[config.mk]
export PLATFORM = sky130hd
export DESIGN_NAME = quad_step_gen_amisha
export DESIGN_NICKNAME = d
export VERILOG_FILES = /design/src/rtl/quad_pkg_amisha.sv /design/src/rtl/quad_sync_filt_amisha.sv /design/src/rtl/quad_step_gen_amisha.sv
export SDC_FILE = /design/constraint.sdc
export NUM_CORES = 1
export LEC_CHECK = 0
export BUFFER_PORTS_ARGS = -buffer_cell sky130_fd_sc_hd__buf_2
export CAP_MARGIN = 20
export CORE_UTILIZATION = 44
export DETAILED_ROUTE_END_ITERATION = 16
export GPL_ROUTABILITY_DRIVEN = 0
export GPL_TIMING_DRIVEN = 0
export HOLD_SLACK_MARGIN = 0.08
export SLEW_MARGIN = 30
export SYNTH_ARGS = -nofsm -noshare
export SYNTH_HDL_FRONTEND = slang
export SYNTH_HIERARCHICAL = 1
export SYNTH_SLANG_ARGS = --single-unit
[constraint.sdc]
create_clock -name clk_amisha -period 2.65 [get_ports clk_amisha]
set_clock_uncertainty 0.05 [all_clocks]
set_input_delay 0.1325 -clock clk_amisha [delete_from_list [all_inputs] [get_ports clk_amisha]]
set_output_delay 0.1325 -clock clk_amisha [all_outputs]
set_load 0.1 [all_outputs]
[src/rtl/quad_pkg_amisha.sv]
// Shared types and helpers for the quadrature step generator.
// Holds the {A,B} state encoding and the transition classifier.
package quad_pkg_amisha;

    typedef logic [1:0] qstate_t;

    localparam qstate_t ST_00 = 2'b00;
    localparam qstate_t ST_01 = 2'b01;
    localparam qstate_t ST_11 = 2'b11;
    localparam qstate_t ST_10 = 2'b10;

    typedef enum logic [1:0] {
        TR_NONE,
        TR_UP,
        TR_DOWN,
        TR_ILL
    } qtrans_t;

    // Successor of a state in the up (forward) Gray sequence.
    function automatic qstate_t next_up(input qstate_t s);
        qstate_t r;
        r = ST_00;
        unique case (s)
            ST_00:   r = ST_01;
            ST_01:   r = ST_11;
            ST_11:   r = ST_10;
            default: r = ST_00;
        endcase
        return r;
    endfunction

    function automatic qtrans_t classify(
        input qstate_t prev,
        input qstate_t cur
    );
        qtrans_t t;
        t = TR_ILL;
        if (cur == prev)
            t = TR_NONE;
        else if (cur == next_up(prev))
            t = TR_UP;
        else if (prev == next_up(cur))
            t = TR_DOWN;
        else
            t = TR_ILL;
        return t;
    endfunction

endpackage

[src/rtl/quad_sync_filt_amisha.sv]
// 2-flop synchroniser plus FILT_LEN-deep history and stable flag.
// Ports: clk/reset, din (async), dout (newest history), stable_amisha.
module quad_sync_filt_amisha #(
    parameter int W_amisha        = 2,
    parameter int FILT_LEN_amisha = 4
) (
    input  logic                clk_amisha,
    input  logic                reset_amisha,
    input  logic [W_amisha-1:0] din_amisha,
    output logic [W_amisha-1:0] dout_amisha,
    output logic                stable_amisha
);

    logic [W_amisha-1:0] s1;
    logic [W_amisha-1:0] s2;
    logic [W_amisha-1:0] h [FILT_LEN_amisha];
    // One bit per pipeline stage that holds a real post-reset sample,
    // so reset zeros in the history never count as a stable level.
    logic [FILT_LEN_amisha+1:0] vld;

    always_ff @(posedge clk_amisha) begin
        if (!reset_amisha) begin
            s1  <= '0;
            s2  <= '0;
            vld <= '0;
            for (int i = 0; i < FILT_LEN_amisha; i++)
                h[i] <= '0;
        end else begin
            s1   <= din_amisha;
            s2   <= s1;
            h[0] <= s2;
            for (int i = 1; i < FILT_LEN_amisha; i++)
                h[i] <= h[i-1];
            vld <= {vld[FILT_LEN_amisha:0], 1'b1};
        end
    end

    always_comb begin
        stable_amisha = &vld;
        for (int i = 1; i < FILT_LEN_amisha; i++)
            if (h[i] != h[0])
                stable_amisha = 1'b0;
    end

    assign dout_amisha = h[0];

endmodule

[src/rtl/quad_step_gen_amisha.sv]
// Quadrature A/B decoder: filtered 4x decode to en/up steps, error count.
// Ports: a/b pins, en_in, clr_err -> en, up, err, err_cnt, ab. Optional
// QUAD_POS_CNT_EN adds syn_clr, pos, max_tick, min_tick.
import quad_pkg_amisha::*;

module quad_step_gen_amisha #(
    parameter int FILT_LEN_amisha = 4,
    parameter int ERR_W_amisha    = 4,
    parameter int N_amisha        = 8
) (
    input  logic                    clk_amisha,
    input  logic                    reset_amisha,
    input  logic                    a_amisha,
    input  logic                    b_amisha,
    input  logic                    en_in_amisha,
    input  logic                    clr_err_amisha,
    output logic                    en_amisha,
    output logic                    up_amisha,
    output logic                    err_amisha,
    output logic [ERR_W_amisha-1:0] err_cnt_amisha,
`ifdef QUAD_POS_CNT_EN
    input  logic                    syn_clr_amisha,
    output logic [N_amisha-1:0]     pos_amisha,
    output logic                    max_tick_amisha,
    output logic                    min_tick_amisha,
`endif
    output logic [1:0]              ab_amisha
);

    qstate_t filt;
    logic    stable;
    logic    init;
    qtrans_t tr;
    logic    acc;
    logic    dec;
    logic    err_hit;

    quad_sync_filt_amisha #(
        .W_amisha        (2),
        .FILT_LEN_amisha (FILT_LEN_amisha)
    ) u_filt (
        .clk_amisha    (clk_amisha),
        .reset_amisha  (reset_amisha),
        .din_amisha    ({a_amisha, b_amisha}),
        .dout_amisha   (filt),
        .stable_amisha (stable)
    );

    // acc: a new level is taken; dec: it is also decoded into outputs.
    always_comb begin
        tr      = classify(ab_amisha, filt);
        acc     = stable && (init || (filt != ab_amisha));
        dec     = acc && !init && en_in_amisha;
        err_hit = dec && (tr == TR_ILL);
    end

    always_ff @(posedge clk_amisha) begin
        if (!reset_amisha) begin
            init           <= 1'b1;
            ab_amisha      <= ST_00;
            en_amisha      <= 1'b0;
            err_amisha     <= 1'b0;
            up_amisha      <= 1'b1;
            err_cnt_amisha <= '0;
        end else begin
            en_amisha  <= 1'b0;
            err_amisha <= 1'b0;
            if (acc) begin
                ab_amisha <= filt;
                init      <= 1'b0;
            end
            if (dec) begin
                unique case (tr)
                    TR_UP: begin
                        en_amisha <= 1'b1;
                        up_amisha <= 1'b1;
                    end
                    TR_DOWN: begin
                        en_amisha <= 1'b1;
                        up_amisha <= 1'b0;
                    end
                    TR_ILL:  err_amisha <= 1'b1;
                    default: ;
                endcase
            end
            if (clr_err_amisha)
                err_cnt_amisha <= '0;
            else if (err_hit && (err_cnt_amisha != {ERR_W_amisha{1'b1}}))
                err_cnt_amisha <= err_cnt_amisha + 1'b1;
        end
    end

`ifdef QUAD_POS_CNT_EN
    always_ff @(posedge clk_amisha) begin
        if (!reset_amisha)
            pos_amisha <= '0;
        else if (syn_clr_amisha)
            pos_amisha <= '0;
        else if (en_amisha)
            pos_amisha <= up_amisha ? pos_amisha + 1'b1
                                    : pos_amisha - 1'b1;
    end

    assign max_tick_amisha = (pos_amisha == {N_amisha{1'b1}});
    assign min_tick_amisha = (pos_amisha == '0);
`endif

endmodule

* Word-level counts from Yosys, hierarchy flattened
Memory sizes are Yosys's and may differ from the RTL's.
Cells that the tools add are included.
** Cells by class
- Add/subtract/negate cells :: 1
- Multipliers :: 0
- Divide/modulo/power cells :: 0
- Magnitude comparators :: 0
- Equality and inequality tests :: 15
- Shift-type cells :: 0
- Multiplexer cells :: 21
- Bitwise operators :: 5
- Reductions and logical operators :: 15
** Operators by type and width (count)
- 2-to-1 mux 2 bit :: 9
- case mux 2 bit (3 select lines) :: 2
- 2-to-1 mux 1 bit :: 9
- equality test 2 bit (second input constant) :: 4
- inequality test 2 bit :: 4
- equality test 2 x 1 -> 1 bit (second input constant) :: 3
- equality test 2 bit :: 3
- AND reduction 6 bit :: 1
- logical AND 1 bit :: 5
- adder 4 x 1 -> 4 bit (second input constant) :: 1
- zero test 2 bit :: 2
- inequality test 4 bit (second input constant) :: 1
- bitwise OR 1 bit :: 4
- AND reduction 2 bit :: 2
- OR reduction 2 bit :: 2
- case mux 1 bit (2 select lines) :: 1
- nonzero test 2 bit :: 1
- zero test 1 bit :: 1
- logical OR 1 bit :: 1
- inverter 1 bit :: 1
** Word-level totals
- Register bits after elaboration :: 20
- Bits in latches :: 0
- RAM bits :: 8
- Memory bits (read-only) :: 0
- Output and inout bits :: 9
- Logic and storage cells :: 68
- Memories :: 1
** Memories
- u_filt.h :: depth 4, width 2, read ports 4, clocked after Yosys merged registers in 0, write ports 4, RTL line quad_sync_filt_amisha.sv:16 : logic [W_amisha-1:0] h [FILT_LEN_amisha];

* Logic depth before layout (Yosys ltp)
Gate-level depths: netlist of the first run.
- Word-level depth :: 13
- Gate-level depth with buffers :: 9

* By module
Netlist of the first run, hierarchy kept.
** By module, submodules not included
- quad_sync_filt_amisha :: times used 1, cells an instance 48, area an instance 548.0 sq um
- quad_step_gen_amisha :: times used 1, cells an instance 57, area an instance 521.8 sq um

* Least setup slack after synthesis of the first run
Ideal clock, no wire load.
- Path type :: reg2reg
- From :: register ab_amisha[0]
- To :: register err_cnt_amisha[3]
- Library setup time :: 0.091 ns
- Arrival time :: 2.228 ns
- Setup slack :: 0.281 ns
- Stages on the path, launching flop included :: 7
- Clock period less this slack :: 2.369 ns
- Cells stage by stage :: dfxtp_1 > o21ai_0 > o21ai_0 > ha_1 > and4_1 > a21oi_1 > a311oi_1
** On the way
- Longest elaborated chain between the ends :: 9
- Elaborated cells on any way between the ends :: 19
** RTL lines
- from (decl) :: RTL line quad_step_gen_amisha.sv:27 : output logic [1:0] ab_amisha
- from (signal assigned) :: RTL line quad_step_gen_amisha.sv:69 : ab_amisha <= filt;
- equality test 2 bit, or another cell as far along :: RTL line quad_pkg_amisha.sv:23 : unique case (s)
- case mux 2 bit (3 select lines) :: RTL line quad_pkg_amisha.sv:23
- 2-to-1 mux 2 bit :: RTL line quad_pkg_amisha.sv:38 : if (cur == prev)
- equality test 2 bit :: RTL line quad_pkg_amisha.sv:40 : else if (cur == next_up(prev))
- 2-to-1 mux 2 bit :: RTL line quad_pkg_amisha.sv:40
- 2-to-1 mux 2 bit :: RTL line quad_pkg_amisha.sv:38
- equality test 2 bit :: RTL line quad_step_gen_amisha.sv:54 : err_hit = dec && (tr == TR_ILL);
- logical AND 1 bit (*) :: RTL line quad_step_gen_amisha.sv:54
- logical AND 1 bit (*) :: RTL line quad_step_gen_amisha.sv:88 : else if (err_hit && (err_cnt_amisha != {ERR_W_amisha{1'b1}}))
- to (signal assigned) :: RTL line quad_step_gen_amisha.sv:89 : err_cnt_amisha <= err_cnt_amisha + 1'b1;
- to (decl) :: RTL line quad_step_gen_amisha.sv:20 : output logic [ERR_W_amisha-1:0] err_cnt_amisha,
Every way passes the cells marked *; elsewhere a longest branch is shown, timed or not. The select of a mux whose other input is x is not followed.
A chain may end at the register's enable or synchronous reset.

==> flow_metrics.env, run 1 <==
export IMPL_n_fill_cell=219
export IMPL_swShare_pct=20.8
export IMPL_syn_nets=114
export IMPL_post_route_util_pct=55.9
export IMPL_critPathArrivalTime_ps=2520
export IMPL_final_area_um2=1260
export IMPL_post_place_ws_ps=223
export IMPL_wl_per_cell_um=10.8
export IMPL_floorplan_die_area_um2=2630
export IMPL_switchingPower_mw=0.138
export IMPL_leakagePower_nw=0.505
export IMPL_grt_pass1_vias=725
export IMPL_cellPowerDensity_nw_per_um2=529
export IMPL_first_iter_violations=10
export IMPL_avgViaCountPerCell=5.14
export IMPL_startpoint_type="flip-flop"
export IMPL_cp_max_fo=10
export IMPL_hp_class="input pin to flip-flop"
export IMPL_finalNonFillerCells=155
export IMPL_mappedNetlistArea_um2=1070
export IMPL_critPathCaptureType="flip-flop"
export IMPL_numPortBuffers=14
export IMPL_rows=17
export IMPL_maxSlewHeadroom_pct=68.0
export IMPL_clkTransAtPathRegs_ps=150
export IMPL_share_comb_of_total_power_pct=4.1
export IMPL_drtPass1Iterations=4
export IMPL_ys_seq_area_share_pct=52.4
export IMPL_core_um2=2250
export IMPL_required_ps=2870
export IMPL_setup_ws_ps=347
export IMPL_grt_pass1_wl_um=2990
export IMPL_synth_common_cells="dfxtp_1, and2_1, nand2_1, a21oi_1, o21ai_0"
export IMPL_die_width_um=51.3
export IMPL_clk_latency_ps=320
export IMPL_grtUsageTotal_pct=15.5
export IMPL_period_needed_ps=2300
export IMPL_synth_edf_count=0
export IMPL_slew_viol_final=0
export IMPL_routed_wl_um=1680
export IMPL_grt_max_degree=18
export IMPL_post_dp_cell_area_um2=1170
export IMPL_synth_seq_cells=28
export IMPL_synthArstFlopShare_pct=0
export IMPL_syn2layout_area_growth_pct=17.8
export IMPL_synth_cells=105
export IMPL_grt_overflow=0
export IMPL_clkPwrFrac_pct=30.9
export IMPL_final_layout_size_suffix_gt1_share_pct=17.3
export IMPL_tns_ps=0
export IMPL_hold_violations=0
export IMPL_dp_hpwl_um=1170
export IMPL_route_detailed_drc=0
export IMPL_antenna_found_initial=0
export IMPL_clock_sinks=28
export IMPL_cts_tree="yes"
export IMPL_ant_nets=0
export IMPL_rsz0062_at_grt="false"
export IMPL_ir_drop_uv=440
export IMPL_pwr_share_seq_pct=64.9
export IMPL_yosys_cell_types_count=33
export IMPL_fmax_ghz=0.434
export IMPL_crit_type="flip-flop to flip-flop"
export IMPL_io_pins=15
export IMPL_antennaDiodeCount=0
export IMPL_synth_area_leaders="dfxtp_1, and2_1, ha_1, mux2i_1, xnor2_1"
export IMPL_drv_cap=0
export IMPL_place_inst=147
export IMPL_cts_max_path_buffers=2
export IMPL_yosysWarnings=6
export IMPL_die_h_um=51.3
export IMPL_period_share_pct=86.9
export IMPL_setup_viol=0
export IMPL_cts_root_buf="clkbuf_4"
export IMPL_start_util_pct=47.4
export IMPL_synth_top_flop_cell="dfxtp_1"
export IMPL_cts_buffers=3
export IMPL_worstMarginPinSlew_ps=484
export IMPL_outcome="finished clean"
export IMPL_synth_most_common_cell="dfxtp_1"
export IMPL_cts_max_level=1
export IMPL_internal_power_mw=0.528
export IMPL_nets=137
export IMPL_post_cts_buffers=0
export IMPL_syn_area_per_cell_um2=10.2
export IMPL_yosysTopAreaCellShare_pct=52.4
export IMPL_vias=796
export IMPL_synth_top_area_cell="dfxtp_1"
==> worst paths after layout <==
path                            slack [ps]                 to  cells after the start      startpoint
worst min-delay path                   230          up_amisha                      4    en_in_amisha
worst max-delay path                   350  err_cnt_amisha[0]                      7  u_filt/h[0][0]
worst min register to register         400     u_filt/h[0][0]                      1    u_filt/s2[0]
worst max register to register         350  err_cnt_amisha[0]                      7  u_filt/h[0][0]
==> registers in the layout (all words and copies together), names as in the netlist <==
register	flops
up_amisha	1
en_amisha	1
u_filt/s2	2
u_filt/h	8
err_cnt_amisha	4
ab_amisha	2
u_filt/vld	6
u_filt/s1	2
init	1
err_amisha	1
==> cell families (layout without fill, tap and decap cells) <==
kind of cell,count (synthesis),in the layout,share of synthesized area [%]
buffers and inverters,4,26,2.34
muxes,3,3,2.81
xor gates and xnor gates,3,3,2.46
adders and majority gates,3,3,3.51
AOI/OAI and AO/OA,18,18,10.1
DFF,28,28,52.4
and+or+nand+nor,46,46,26.4
==> layout by cell type, fill, tap and decap left out, drive strengths merged, types with 3 or more instances in the layout <==
cell	Yosys	layout
mux2i	3	3
dfxtp	28	28
o21ai	5	5
a21oi	5	5
nor2b	3	3
buf	0	14
dlygate4sd3	0	4
ha	3	3
clkbuf	2	6
and3	3	3
nor3	3	3
xnor2	3	3
and2	18	18
nand2	6	6
==> worst max-delay path: stages, from the launching register on <==
cell and delay, ps:
dfxtp_1 560, xnor2_1 160, nand2_1 100, nor4_4 450, nand3b_1 190, a21o_1 230
or3_1 360, a21oi_1 140
==> power groups by stage <==
stage | registers (mW) | clock network, mW | logic (mW)
2_1_floorplan | 0.441 | 0 | 0.0143
3_3_place_gp | 0.442 | 0 | 0.0226
3_5_place_dp | 0.442 | 0 | 0.0231
4_1_cts | 0.433 | 0.210 | 0.0275
5_1_grt | 0.434 | 0.228 | 0.0323
6_report | 0.433 | 0.206 | 0.0276
==> per-stage QoR <==
stage	total power [mW]	hold WS [ps]
after global placement	0.464	287
after detailed placement	0.465	296
after floorplan	0.455	110
final	0.666	226
after global routing	0.694	240
after CTS	0.670	231
==> layout make-up <==
cell class	count	area, um2	share of cell area, %
plain buffers	2	17.5	1.39
inverters	2	7.51	0.596
clock buffers	4	36.3	2.88
multi-input cells	73	493	39.1
repair buffers	18	110	8.74
flip-flops and latches	28	561	44.5
well taps	28	35.0	2.78
==> metal layers <==
metal / track usage, % / vias up / wire length, um
li1: - / 407 / -
met5: 0 / - / 0
met4: 8.11 / 0 / 32
met2: 25.7 / 12 / 773
met1: 18.7 / 373 / 825
met3: 3.57 / 4 / 46
==> what timing repair did <==
action / CTS / global route
hold buffers: 4 / 0
endpoints found under the hold margin: 6 / 0
setup endpoints to repair: 0 / 1
resized for setup: 0 / 1
(Power assumes the default switching activity.)
==> run 2, diff against run 1 <==
Settings changed: CELL_PAD_IN_SITES_DETAIL_PLACEMENT from default to 0, CELL_PAD_IN_SITES_GLOBAL_PLACEMENT from default to 1, CORE_UTILIZATION 44 to 42, PLACE_DENSITY_LB_ADDON from default to 0.1.
==> flow_metrics.env, run 2 (synthesized netlist as in run 1, its figures left out) <==
export IMPL_reg_top3="u_filt/h: 8 flops, u_filt/vld: 6 flops, err_cnt_amisha: 4 flops"
export IMPL_rr_startpoint="u_filt/h[0][0]"
export IMPL_critPathCaptureType="flip-flop"
export IMPL_cts_root_buf="clkbuf_4"
export IMPL_final_layout_size_suffix_gt1_share_pct=17.3
export IMPL_ir_drop_uv=326
export IMPL_layout_commonest_cell="dfxtp_1"
export IMPL_cts_max_path_buffers=2
export IMPL_core_um2=2300
export IMPL_syn2layout_area_growth_pct=17.0
export IMPL_post_cts_buffers=0
export IMPL_period_share_pct=88.2
export IMPL_hold_violations=0
export IMPL_cts_tree="yes"
export IMPL_startpoint="u_filt/h[0][0]"
export IMPL_ant_nets=0
export IMPL_setup_ws_ps=312
export IMPL_grt_overflow=0
export IMPL_cts_buffers=3
export IMPL_worstMarginPinSlew_ps=529
export IMPL_crit_type="flip-flop to flip-flop"
export IMPL_maxSlewHeadroom_pct=64.4
export IMPL_nets=137
export IMPL_required_ps=2850
export IMPL_clk_latency_ps=320
export IMPL_layout_common_cells="dfxtp_1, and2_1, buf_2"
export IMPL_max_stage_delay_ps=540
export IMPL_wl_per_cell_um=10.7
export IMPL_die_width_um=52.5
export IMPL_outcome="finished clean"
export IMPL_largest_reg_flops=8
export IMPL_antenna_found_initial=0
export IMPL_antennaDiodeCount=0
export IMPL_grt_max_degree=18
export IMPL_numPortBuffers=14
export IMPL_drv_cap=0
export IMPL_drtPass1Iterations=4
export IMPL_rsz0062_at_grt="false"
export IMPL_die_h_um=52.5
export IMPL_critPathSlowestCell="dfxtp_1"
export IMPL_dp_hpwl_um=1170
export IMPL_grt_pass1_wl_um=2980
export IMPL_vias=757
export IMPL_startpoint_type="flip-flop"
export IMPL_clock_sinks=28
export IMPL_fmax_ghz=0.428
export IMPL_rows=17
export IMPL_grtUsageTotal_pct=14.9
export IMPL_slew_viol_final=0
export IMPL_n_fill_cell=218
export IMPL_clkTransAtPathRegs_ps=140
export IMPL_hp_class="input pin to flip-flop"
export IMPL_setup_viol=0
export IMPL_route_detailed_drc=0
export IMPL_post_place_ws_ps=350
export IMPL_crit_top_cell="a21oi_1"
export IMPL_top_register="u_filt/h"
export IMPL_routed_wl_um=1650
export IMPL_hold_start="en_in_amisha"
export IMPL_start_util_pct=46.6
export IMPL_cellPowerDensity_nw_per_um2=529
export IMPL_critPathArrivalTime_ps=2540
export IMPL_crit_family="simple AND/OR/NAND/NOR gates"
export IMPL_cts_max_level=1
export IMPL_cp_max_fo=10
export IMPL_worst_path_buf_inv=0
export IMPL_first_iter_violations=5
export IMPL_io_pins=15
export IMPL_avgViaCountPerCell=4.88
export IMPL_floorplan_die_area_um2=2750
export IMPL_tns_ps=0
export IMPL_cp_cell_sequence="xnor2_1, nand2_1, nor4_2, nand3b_1, a21oi_1, a21oi_1, a311oi_1"
export IMPL_leakagePower_nw=0.504
export IMPL_period_needed_ps=2340
export IMPL_grt_pass1_vias=681
==> run 2: changes by cell type in the layout (fill, tap and decap cells not counted) <==
| cell | before | now |
|---|---|---|
| nor4_2 | 0 | 1 |
| nor4_4 | 1 | 0 |
==> run 2: worst paths after layout <==
kind | to | slack [ps] | depth (start not counted)
worst max-delay path | err_cnt_amisha[3] | 310 | 7
worst min-delay path | en_amisha | 240 | 4
worst max register to register | err_cnt_amisha[3] | 310 | 7
worst min register to register | u_filt/s2[0] | 400 | 1
==> run 2: final cells by class <==
type / instances / area, um2 / share of cell area, %
Buffer: 2 / 17.5 / 1.40
Tap cell: 28 / 35.0 / 2.80
Timing Repair Buffer: 18 / 110 / 8.80
Sequential cell: 28 / 561 / 44.8
Multi-Input combinational cell: 73 / 484 / 38.7
Clock buffer: 4 / 36.3 / 2.90
Inverter: 2 / 7.51 / 0.600
==> run 2: per-stage QoR <==
step           cell area (um2)  std cells  utilization (%)  power, mW  hold WS, ps
2_1_floorplan             1070        105                -      0.455          110
3_3_place_gp              1170        147             51.1      0.464          289
3_5_place_dp              1170        147             51.1      0.465          294
4_1_cts                   1250        155             54.5      0.677          226
5_1_grt                   1250        155             54.5      0.692          270
6_report                  1250        155             54.5      0.662          235
==> run 2: metal layers <==
| layer | part of all wire, % | global-route usage [%] | routed length, um |
|---|---|---|---|
| met4 | 2.2 | 9.21 | 36 |
| met1 | 54 | 20.0 | 894 |
| met5 | 0 | 0 | 0 |
| met3 | 3.4 | 2.61 | 56 |
| met2 | 40 | 21.9 | 664 |
==> run 2: power breakdown <==
part	internal (mW)	switching [mW]	total (mW)
Combinational	0.0151	0.0118	0.0269
Sequential	0.429	0.00377	0.432
Clock	0.0841	0.119	0.203
Total	0.528	0.135	0.662
==> run 2: worst min-delay path: stages <==
cell and delay (ps):
buf_2 100, nand3b_1 110, a211oi_1 80, and2_1 150
==> run 2: repair_timing <==
action	CTS	global route
endpoints found under the hold margin	8	0
gates resized for setup	0	0
hold buffers	4	0
